===== config.mk =====
export PLATFORM = sky130hd
export DESIGN_NAME = mpu_upload_master
export DESIGN_NICKNAME = d
export VERILOG_FILES = /design/src/rtl/mpu_upload_master.sv
export SDC_FILE = /design/constraint.sdc
export NUM_CORES = 1
export LEC_CHECK = 0
export BUFFER_PORTS_ARGS = -buffer_cell sky130_fd_sc_hd__buf_2
export CORE_ASPECT_RATIO = 1.1
export CORE_MARGIN = 2
export CORE_UTILIZATION = 30
export CTS_BUF_LIST = sky130_fd_sc_hd__clkbuf_16
export CTS_CLUSTER_SIZE = 40
export DETAILED_ROUTE_END_ITERATION = 16
export GPL_TIMING_DRIVEN = 0
export MAX_ROUTING_LAYER = met4
export PLACE_DENSITY = 0.55
export SYNTH_ARGS = -nofsm -noshare
export SYNTH_HDL_FRONTEND = slang
export SYNTH_SLANG_ARGS = --single-unit

===== constraint.sdc =====
create_clock -name clk -period 5.75 [get_ports clk]
set_input_delay 0.2875 -clock clk [delete_from_list [all_inputs] [get_ports clk]]
set_output_delay 0.2875 -clock clk [all_outputs]
set_load 0.01 [all_outputs]

===== src/rtl/mpu_upload_master.sv =====
// Loads MPU BRAM (port A) from the APF bridge through a small write FIFO while the MPU is held in reset; run bit releases it.
// Writes reach BRAM two cycles after the strobe, one per cycle; RAM readback only with `define MPU_UPLOAD_READBACK_EN.
module mpu_upload_master #(
  parameter logic [7:0] BASE_HI    = 8'h80,
  parameter logic [7:0] CTRL_HI    = 8'h81,
  parameter int         FIFO_DEPTH = 4
) (
  input  logic        clk,
  input  logic        reset_n,
  input  logic [31:0] bridge_addr,
  input  logic        bridge_wr,
  input  logic [31:0] bridge_wr_data,
  input  logic        bridge_rd,
  output logic [31:0] bridge_rd_data,
  output logic        mpu_reset_n,
  output logic        bram_request,
  output logic        bram_write,
  output logic [23:0] bram_address,
  output logic [3:0]  bram_mask,
  output logic [31:0] bram_data_out,
  input  logic        bram_valid,
  input  logic [31:0] bram_data_in
);

  localparam int          AW      = $clog2(FIFO_DEPTH);
  localparam int          EW      = 54;
  localparam logic [AW:0] PTR_ONE = 1;

`ifdef MPU_UPLOAD_READBACK_EN
  typedef enum logic [1:0] {IDLE, WRITE, RD_ISSUE, RD_WAIT} state_t;
`else
  typedef enum logic [1:0] {IDLE, WRITE} state_t;
`endif

  function automatic logic [31:0] bswap(input logic [31:0] d);
    return {d[7:0], d[15:8], d[23:16], d[31:24]};
  endfunction

  state_t        state, state_nxt;
  logic          run;
  logic [7:0]    drop_count;
  logic [EW-1:0] fifo_mem [FIFO_DEPTH];
  logic [AW:0]   wr_ptr, rd_ptr;
  logic [EW-1:0] head;
  logic          fifo_empty, fifo_full, push, pop, wr_drop, rd_drop, read_busy;
  logic          ram_hit, ctrl_hit;
  logic          req_nxt, wr_nxt;
  logic [23:0]   addr_nxt;
  logic [3:0]    mask_nxt;
  logic [31:0]   data_nxt, ctrl_rdata;

  assign ram_hit     = (bridge_addr[31:24] == BASE_HI);
  assign ctrl_hit    = (bridge_addr[31:24] == CTRL_HI);
  assign mpu_reset_n = run;

  assign fifo_empty = (wr_ptr == rd_ptr);
  assign fifo_full  = (wr_ptr[AW] != rd_ptr[AW]) && (wr_ptr[AW-1:0] == rd_ptr[AW-1:0]);
  assign head       = fifo_mem[rd_ptr[AW-1:0]];
  assign push       = bridge_wr && ram_hit && !run && !fifo_full;
  assign wr_drop    = bridge_wr && ram_hit && !push;

`ifdef MPU_UPLOAD_READBACK_EN
  logic        rd_pend, rd_accept, rd_done;
  logic [21:0] rd_addr;
  logic        unused_bits;

  // A second read while one is pending or in flight is dropped, not queued.
  assign rd_accept   = bridge_rd && ram_hit && !rd_pend && !run;
  assign rd_drop     = bridge_rd && ram_hit && !rd_accept;
  assign read_busy   = rd_pend;
  assign unused_bits = ^bridge_addr[1:0];

  always_ff @(posedge clk or negedge reset_n) begin
    if (!reset_n) begin
      rd_pend <= 1'b0;
      rd_addr <= '0;
    end else if (rd_accept) begin
      rd_pend <= 1'b1;
      rd_addr <= bridge_addr[23:2];
    end else if (rd_done) begin
      rd_pend <= 1'b0;
    end
  end
`else
  logic unused_bits;
  assign rd_drop     = 1'b0;
  assign read_busy   = 1'b0;
  assign unused_bits = ^{bridge_addr[1:0], bram_valid, bram_data_in};
`endif

  always_ff @(posedge clk) begin
    if (push) fifo_mem[wr_ptr[AW-1:0]] <= {bridge_addr[23:2], bswap(bridge_wr_data)};
  end

  always_ff @(posedge clk or negedge reset_n) begin
    if (!reset_n) begin
      state      <= IDLE;
      wr_ptr     <= '0;
      rd_ptr     <= '0;
      run        <= 1'b0;
      drop_count <= '0;
    end else begin
      state <= state_nxt;
      if (push) wr_ptr <= wr_ptr + PTR_ONE;
      if (pop)  rd_ptr <= rd_ptr + PTR_ONE;
      if (bridge_wr && ctrl_hit && bridge_addr[23:2] == 22'd0) run <= bridge_wr_data[0];
      if ((wr_drop || rd_drop) && drop_count != 8'hFF) drop_count <= drop_count + 8'd1;
    end
  end

  // Outputs are computed here and registered below, so each state's strobe appears the cycle after it is chosen.
  always_comb begin
    state_nxt = state;
    pop       = 1'b0;
    req_nxt   = 1'b0;
    wr_nxt    = 1'b0;
    addr_nxt  = bram_address;
    mask_nxt  = bram_mask;
    data_nxt  = bram_data_out;
`ifdef MPU_UPLOAD_READBACK_EN
    rd_done   = 1'b0;
`endif
    case (state)
      IDLE, WRITE: begin
        if (!fifo_empty) begin
          pop       = 1'b1;
          state_nxt = WRITE;
          req_nxt   = 1'b1;
          wr_nxt    = 1'b1;
          addr_nxt  = {head[EW-1:32], 2'b00};
          mask_nxt  = 4'hF;
          data_nxt  = head[31:0];
`ifdef MPU_UPLOAD_READBACK_EN
        end else if (state == IDLE && rd_pend && !run) begin
          state_nxt = RD_ISSUE;
          req_nxt   = 1'b1;
          addr_nxt  = {rd_addr, 2'b00};
          mask_nxt  = 4'hF;
`endif
        end else begin
          state_nxt = IDLE;
        end
      end
`ifdef MPU_UPLOAD_READBACK_EN
      RD_ISSUE: state_nxt = RD_WAIT;
      RD_WAIT: begin
        if (bram_valid) begin
          rd_done   = 1'b1;
          state_nxt = IDLE;
        end
      end
`endif
      default: state_nxt = IDLE;
    endcase
  end

  always_ff @(posedge clk or negedge reset_n) begin
    if (!reset_n) begin
      bram_request  <= 1'b0;
      bram_write    <= 1'b0;
      bram_address  <= '0;
      bram_mask     <= '0;
      bram_data_out <= '0;
    end else begin
      bram_request  <= req_nxt;
      bram_write    <= wr_nxt;
      bram_address  <= addr_nxt;
      bram_mask     <= mask_nxt;
      bram_data_out <= data_nxt;
    end
  end

  always_comb begin
    ctrl_rdata = '0;
    if (ctrl_hit && bridge_addr[23:2] == 22'd0) ctrl_rdata = {31'd0, run};
    if (ctrl_hit && bridge_addr[23:2] == 22'd1) ctrl_rdata = {22'd0, read_busy, fifo_empty, drop_count};
  end

  always_ff @(posedge clk or negedge reset_n) begin
    if (!reset_n) begin
      bridge_rd_data <= '0;
`ifdef MPU_UPLOAD_READBACK_EN
    end else if (rd_done) begin
      bridge_rd_data <= bswap(bram_data_in);
    end else if (bridge_rd && !ram_hit) begin
`else
    end else if (bridge_rd) begin
`endif
      bridge_rd_data <= ctrl_rdata;
    end
  end

endmodule


==> impl_summary.txt, run 1 <==
----------------------------------------------------
[Layout]
  Fraction of final layout cells sized beyond drive strength 1 ... 41.9%
  Design area ... 14300 um^2
  Number of inserted diodes ... 0
  Net count, final ... 905
  Cell Count, Final, Fillers Out ... 1317
  Layout overhead on the synthesized area ... 26.7%

[Floorplanning]
  Initial Util ... 30.5%
  Die footprint ... 39300 um^2
  Number of top-level pins ... 196
  Horizontal extent of the die ... 189 um
  Placement row count ... 74
  Core area ... 37100 um^2
  Die Ht ... 208 um

[Synthesis]
  Share of the synthesized area in compound gates (AO/OA/AOI/OAI) ... 0.620%
  Post-synthesis share of cell area spent on full adders, half adders and majority gates ... 0.664%
  Biggest area contributors in the synthesized netlist ... sky130_fd_sc_hd__edfxtp_1, sky130_fd_sc_hd__dfrtp_1, sky130_fd_sc_hd__mux4_2, sky130_fd_sc_hd__mux2_2, sky130_fd_sc_hd__buf_4
  Post-synthesis instance total ... 555
  Largest area contributor in the netlist ... sky130_fd_sc_hd__edfxtp_1
  Area share of the largest cell type after synthesis ... 57.4%
  Post-synth cell types ... 37
  Post-Synth XOR/XNOR Area ... 0.930%
  Most frequently used flop master after synthesis ... sky130_fd_sc_hd__edfxtp_1
  Yosys warning count ... 0
  Main combinational cell family by area after synthesis ... multiplexers
  Synthesized area ... 11300 um^2
  Part of the Yosys area used for sequential elements ... 75.1%
  Most common cell in the netlist ... sky130_fd_sc_hd__edfxtp_1
  Synthesized-area fraction occupied by and/or/nand/nor cells ... 2.64%
  Cell types with the highest counts after synthesis ... sky130_fd_sc_hd__edfxtp_1, sky130_fd_sc_hd__dfrtp_1, sky130_fd_sc_hd__mux2_2, sky130_fd_sc_hd__mux4_2, sky130_fd_sc_hd__buf_4
  Multiplexer share of the synthesized area ... 16.8%
  Number of synthesized register bits ... 296
  Number of enable flip-flop cells after synthesis ... 216
  Syn avg cell area ... 20.4 um^2
  Proportion of register bits with asynchronous set or reset after synthesis ... 27.0%

[Clock tree]
  Buffer type at the clock tree root ... sky130_fd_sc_hd__clkbuf_16
  Num CTS Buffers ... 35
  Worst-path clk slew ... 0.06 ns
  Post CTS Setup Buffer Count ... 0
  Clock tree from TritonCTS ... yes
  Insertion delay of the later-clocked pin in the worst-skew pair ... 0.52 ns
  H-tree level count ... 2
  Number of buffers on the longest clock path ... 3
  Sink Count ... 296

[Route]
  Post-detailed-routing wire length ... 24.2 mm
  Vias per inst ... 4.37
  Post-route DRC violation count ... 0
  Total via count after detailed routing ... 5757
  Count of TritonRoute iterations in the first routing pass ... 4
  Routed wirelength normalized by instance count ... 18.4 um
  Number of violations reported at the end of detailed-routing iteration 0 ... 248
  Post-detailed-route count of antenna-violating nets ... 0

[Worst setup path]
  Arrival time reported for the critical path endpoint ... 2.99 ns
  Critical path startpoint category ... flip-flop
  Critical-path maximum fanout ... 28
  Worst r2r dst ... fifo_mem[2][14]
  Capture point of the critical path ... fifo_mem[2][14]
  Launch point of the worst reg-to-reg path ... wr_ptr[1]
  CP Class ... reg2reg
  Nature of the critical path endpoint ... flip-flop
  Worst EP required ... 5.95 ns
  Worst setup slack for register-to-register paths ... 2.95 ns
  Launching instance or port of the critical path ... wr_ptr[1]
  Cells on worst reg2reg path ... 5

[Timing]
  Number of pins exceeding their max-slew limit in the final report ... 0
  Slew @ Worst Pin ... 0.901 ns
  Setup total negative slack ... 0 ns
  Period utilisation layout ... 48.6%
  RSZ-0062 raised after global routing ... false
  Tmin final ... 2.80 ns
  Final count of hold timing violations ... 0
  Highest clock frequency the design can meet ... 358 MHz
  Post-route worst hold slack ... 0.0248 ns
  Number of setup violations in the final report ... 0
  Worst setup slack after layout ... 2.95 ns
  Slew headroom ... 40.0%
  Worst clock skew on the final layout ... 0.0152 ns

[Place]
  Placed Instances ... 1212
  Final weighted congestion in routability-driven placement ... 0.731
  Worst slack after detailed placement ... 2.67 ns
  Input/output buffers ... 134
  HPWL after detailed placement ... 15.3 mm
  Post-placement cell area ... 12800 um^2

[Worst hold path]
  Worst hold-check path type ... in2reg
  Hold path start ... bridge_addr[3]

[GRT]
  GRT Total Usage ... 13.1%
  Remaining Overflow, GRT ... 0
  Largest net degree at the start of global routing ... 50
  Wire length of the first global-routing pass ... 37.6 mm
  Antenna violations before repair ... 0
  Number of global-route vias before repair ... 6312

[Power]
  Power density over the cells ... 431 nW/um^2
  Peak supply drop ... 243 uV
  Static Leak ... 5.32 nW

[Run]
  Number of max-capacitance violations reported ... 0

[Outcome]
  Run status ... finished, final reports clean

----------------------------------------------------
==> repair_timing <==
action / 4_1_cts / 5_1_grt
hold endpoints to repair: 199 / 0
gates resized for setup: 0 / 0
hold buffers: 43 / 0
==> power by group <==
group	leakage, nW	total, mW	switching [mW]	internal (mW)
Combinational	1.86	1.50	0.701	0.796
Clock	0.547	2.03	0.846	1.18
Sequential	2.91	2.64	0.123	2.52
==> critical path: stages, from the launching register on <==
cell and delay [ns]:
sky130_fd_sc_hd__dfrtp_1 0.42, sky130_fd_sc_hd__xnor2_1 0.16, sky130_fd_sc_hd__a31oi_1 0.65, sky130_fd_sc_hd__nor2b_2 0.42
sky130_fd_sc_hd__and2_4 0.51, sky130_fd_sc_hd__buf_12 0.29
==> worst min path at each step <==
| stage | to | slack [ns] | depth (start not counted) |
|---|---|---|---|
| 2_1_floorplan | bram_address[10] | -0.008 | 0 |
| 3_3_place_gp | wr_ptr[2] | 0.48 | 1 |
| 5_1_grt | fifo_mem[3][41] | 0.02 | 1 |
| 6_report | fifo_mem[0][33] | 0.02 | 1 |
| 4_1_cts | fifo_mem[2][38] | 0.001 | 1 |
| 3_5_place_dp | bram_address[13] | 0.32 | 1 |
==> cells in the final DEF, fill, tap and decap left out, types with 4 or more instances in the layout <==
| cell | count |
|---|---|
| sky130_fd_sc_hd__buf_4 | 30 |
| sky130_fd_sc_hd__xnor2_1 | 4 |
| sky130_fd_sc_hd__edfxtp_1 | 216 |
| sky130_fd_sc_hd__conb_1 | 25 |
| sky130_fd_sc_hd__clkbuf_1 | 13 |
| sky130_fd_sc_hd__nand3_1 | 10 |
| sky130_fd_sc_hd__nand2_1 | 6 |
| sky130_fd_sc_hd__buf_2 | 138 |
| sky130_fd_sc_hd__dlygate4sd3_1 | 43 |
| sky130_fd_sc_hd__nor3_1 | 4 |
| sky130_fd_sc_hd__and2_4 | 4 |
| sky130_fd_sc_hd__mux4_2 | 54 |
| sky130_fd_sc_hd__clkinv_2 | 7 |
| sky130_fd_sc_hd__dfrtp_1 | 80 |
| sky130_fd_sc_hd__buf_16 | 4 |
| sky130_fd_sc_hd__mux2_2 | 60 |
| sky130_fd_sc_hd__inv_1 | 21 |
| sky130_fd_sc_hd__xor2_1 | 8 |
| sky130_fd_sc_hd__nor4_1 | 6 |
| sky130_fd_sc_hd__ha_1 | 6 |
| sky130_fd_sc_hd__clkinv_1 | 5 |
| sky130_fd_sc_hd__o22ai_1 | 8 |
| sky130_fd_sc_hd__clkbuf_16 | 36 |
==> flip-flops by register name, summed over array words and instances, names as in the netlist <==
name,cells
fifo_mem,216
bram_write,1
bram_data_out,32
bridge_rd_data,9
bram_address,22
bram_mask,1
mpu_reset_n,1
wr_ptr,3
rd_ptr,3
drop_count,8
==> area by class of cell <==
class | count | area (um^2)
clock buffer | 36 | 901
clock inverter | 26 | 161
timing repair buffer | 182 | 1230
fill | 3456 | 22800
inverter | 13 | 48.8
buffer | 51 | 314
tap | 494 | 618
sequential | 296 | 8490
multi-input combinational | 219 | 2560
==> logic make-up after synthesis <==
| logic type | Yosys count |
|---|---|
| DFF | 296 |
| muxes | 115 |
| buffers and inverters | 64 |
| and+or+nand+nor | 50 |
| xor gates and xnor gates | 12 |
| AOI/OAI and AO/OA | 11 |
| adders and majority gates | 6 |
| other | 1 |
==> per-stage QoR <==
stage / power (mW) / util (%)
final: 6.17 / 38.6
after global routing: 6.50 / 38.6
after CTS: 6.30 / 38.6
after detailed placement: 4.21 / 34.6
after global placement: 4.20 / 34.2
after floorplan: 3.67 / -
==> layer usage <==
layer / vias up / wire [um] / track usage, %
met5: - / 0 / -
met4: 0 / 454 / 3.99
met3: 44 / 1220 / 2.59
met2: 152 / 12500 / 22.2
met1: 2936 / 10100 / 15.8
li1: 2625 / - / -
Power figures use the tool's default switching activity.
==> run 2: changes to the inputs <==
==> constraint.sdc (replaced) <==
create_clock -name clk -period 2.6 [get_ports clk]
set_input_delay 0.13 -clock clk [delete_from_list [all_inputs] [get_ports clk]]
set_output_delay 0.13 -clock clk [all_outputs]
set_load 0.01 [all_outputs]
==> run 2 against run 1 <==
Flip-flop and latch count is the same. Clock power rose by 140%. Clock skew is essentially flat.
==> impl_summary.txt, run 2 (synthesized netlist as in run 1, its figures left out) <==
----------------------------------------------------
[Layout]
  Net count, final ... 917 (+1.3%)
  Fraction of final layout cells sized beyond drive strength 1 ... 41.7% (-0.19 points)
  Area of combinational cells with multiple inputs ... 2580 um^2 (+0.78%)
  Storage element area ... 8490 um^2 (unchanged)
  Count of fill cells added during filler insertion ... 3373 (-2.4%)
  Design area ... 14500 um^2 (+1.5%)
  Layout overhead on the synthesized area ... 28.5%
  Number of flip-flops in the largest register ... 216 (unchanged)
  Most frequent cells in the layout ... sky130_fd_sc_hd__edfxtp_1, sky130_fd_sc_hd__buf_2, sky130_fd_sc_hd__dfrtp_1
  Most common library cell in the layout ignoring fill and taps ... sky130_fd_sc_hd__edfxtp_1

[Worst setup path]
  Peak per-stage delay on the critical path ... 0.72 ns (+0.07 ns)
  Worst EP required ... 2.98 ns (-2.97 ns)
  Critical path startpoint category ... flip-flop
  Slowest cell on crit path ... sky130_fd_sc_hd__clkbuf_1
  Arrival time reported for the critical path endpoint ... 2.76 ns (-0.23 ns)
  Cells on worst reg2reg path ... 4 (-1)
  Critical-path maximum fanout ... 10 (-64%)
  CP Class ... reg2reg
  Worst path cell trace ... xor2_1, nand3b_1, clkbuf_1, mux2_2
  Nature of the critical path endpoint ... flip-flop

[Route]
  Post-route DRC violation count ... 0 (unchanged)
  Total met2 wirelength after detailed routing ... 11.9 mm (-4.9%)
  Total via count after detailed routing ... 5803 (+0.80%)
  Top Layer Used ... met4
  Post-detailed-routing wire length ... 24.1 mm (-0.33%)
  Routed wirelength normalized by instance count ... 18.2 um (-1.2%)
  Vias per inst ... 4.37 (-0.11%)
  Number of violations reported at the end of detailed-routing iteration 0 ... 320 (+29%)
  Routed met1 length ... 10.7 mm (+5.8%)
  Post-detailed-route count of antenna-violating nets ... 0 (unchanged)
  Count of TritonRoute iterations in the first routing pass ... 6 (+2)
  Amount of wire on met3 after detailed routing ... 1.15 mm (-6.4%)

[Clock tree]
  Number of buffers on the longest clock path ... 3 (unchanged)
  Buffer type at the clock tree root ... sky130_fd_sc_hd__clkbuf_16
  Num CTS Buffers ... 34 (-2.9%)
  Clock tree from TritonCTS ... yes
  Insertion delay of the later-clocked pin in the worst-skew pair ... 0.51 ns (about the same)
  H-tree level count ... 2 (unchanged)
  Worst-path clk slew ... 0.06 ns (about the same)
  Post CTS Setup Buffer Count ... 0 (unchanged)
  Sink Count ... 296 (unchanged)

[Outcome]
  Run status ... finished, final reports clean

[Floorplanning]
  Initial Util ... 30.5% (unchanged)
  Number of top-level pins ... 196 (unchanged)
  Core area ... 37100 um^2 (unchanged)
  Die footprint ... 39300 um^2 (unchanged)
  Horizontal extent of the die ... 189 um (unchanged)
  Die Ht ... 208 um (unchanged)
  Placement row count ... 74 (unchanged)

[Power]
  Total power draw ... 14.0 mW (+130%)
  Static Leak ... 5.40 nW (+1.6%)
  Switching component of the power ... 3.69 mW (+120%)
  Switching share of power ... 26.4% (-0.73 points)
  Power density over the cells ... 963 nW/um^2 (+120%)
  Internal power ... 10.3 mW (+130%)
  Combinational share of power ... 24.1% (-0.2 points)
  Sequential fraction of design power ... 41.7% (-1.1 points)
  Part of the power in the clock network ... 34.2% (+1.3 points)
  Peak supply drop ... 630 uV (+160%)

[Timing]
  RSZ-0062 raised after global routing ... false
  Number of pins exceeding their max-slew limit in the final report ... 0 (unchanged)
  Slew headroom ... 41.3% (+1.3 points)
  Final count of hold timing violations ... 0 (unchanged)
  Worst setup slack after layout ... 0.225 ns (-2.73 ns)
  Tmin final ... 2.38 ns (-0.422 ns)
  Number of setup violations in the final report ... 0 (unchanged)
  Highest clock frequency the design can meet ... 421 MHz (+18%)
  Slew @ Worst Pin ... 0.880 ns (-0.0201 ns)
  Period utilisation layout ... 91.3% (+43 points)
  Worst clock skew on the final layout ... 0.0148 ns (-0.000414 ns)

[Place]
  Input/output buffers ... 134 (unchanged)
  Post-placement cell area ... 12800 um^2 (-0.12%)
  Final weighted congestion in routability-driven placement ... 0.725 (-0.73%)
  HPWL after detailed placement ... 15.3 mm (+0.41%)
  Worst slack after detailed placement ... -0.297 ns (-2.97 ns)

[Run]
  Number of max-capacitance violations reported ... 0 (unchanged)

[Worst hold path]
  Hold path cells ... 5 (+4)
  Worst hold-check path type ... in2reg

[GRT]
  GRT Total Usage ... 13.0% (-0.13 points)
  Antenna violations before repair ... 1 (+1)
  Number of global-route vias before repair ... 6237 (-1.2%)
  Wire length of the first global-routing pass ... 37.6 mm (about the same)
  Remaining Overflow, GRT ... 0 (unchanged)
  Largest net degree at the start of global routing ... 51 (+2.0%)

----------------------------------------------------
[run 2: changes by cell type in the layout (fill, tap and decap cells not counted), sizes merged]
cell         previous run  this run
clkbuf                 49        50
clkinvlp                3         1
bufinv                  1         4
clkinv                 13        15
diode                   0         1
inv                    22        16
dlygate4sd3            43        56
[run 2: cell type report]
| type | count | share of cell area, % |
|---|---|---|
| Sequential cell | 296 | 58.4 |
| Multi-Input combinational cell | 219 | 17.7 |
| Timing Repair Buffer | 195 | 9.28 |
| Clock buffer | 37 | 6.37 |
| Tap cell | 494 | 4.25 |
| Buffer | 51 | 2.18 |
| Clock inverter | 23 | 1.40 |
| Inverter | 13 | 0.336 |
| Antenna cell | 1 | 0.0172 |
[run 2: timing repair]
| action | in CTS | in global routing |
|---|---|---|
| hold buffers | 56 | 0 |
| pin swaps | 1 | 0 |
| resized for setup | 4 | 1 |
| setup endpoints to repair | 239 | 14 |
| endpoints found under the hold margin | 248 | 0 |
[run 2: power groups by stage]
stage / sequential (mW) / clock [mW] / combinational, mW
finish: 5.83 / 4.78 / 3.38
CTS: 5.84 / 4.95 / 3.50
detailed placement: 5.93 / 0 / 3.40
floorplan: 6.10 / 0 / 2.02
global placement: 5.93 / 0 / 3.37
global route: 5.89 / 5.13 / 3.70
[run 2: worst paths after layout]
| path | slack (ns) | from | to |
|---|---|---|---|
| min reg2reg | 0.49 | rd_ptr[2] | rd_ptr[2] |
| max | 0.22 | wr_ptr[2] | bram_address[4] |
| max in group asynchronous | 1.82 | reset_n | bram_data_out[4] |
| min | 0.09 | bridge_wr | mpu_reset_n |
| min in group asynchronous | 0.13 | reset_n | bram_address[10] |
| max reg2reg | 0.22 | wr_ptr[2] | bram_address[4] |
[run 2: critical path: cells and delay by family (launching register included)]
kind,cells,cell delay (ns)
DFF,1,0.40
buffers and inverters,1,0.72
and+or+nand+nor,1,0.44
xor gates and xnor gates,1,0.28
muxes,1,0.41
[run 2: routing by layer]
layer / vias to the layer above / track usage (%)
li1: 2657 / -
met1: 2962 / 16.7
met2: 149 / 20.8
met3: 35 / 2.60
met4: 0 / 3.80
met5: - / -
[run 2: stage by stage]
stage          hold slack (ns)  TNS (ns)  utilization [%]  std cells
6_report                0.0878         0             39.1       1329
5_1_grt                 0.0950         0             39.1       1329
4_1_cts                 0.0578         0             39.1       1328
3_5_place_dp             0.145    -41.93             34.5       1212
3_3_place_gp             0.344   -216.54             34.2       1207
2_1_floorplan           -0.166    -10.88                -        579
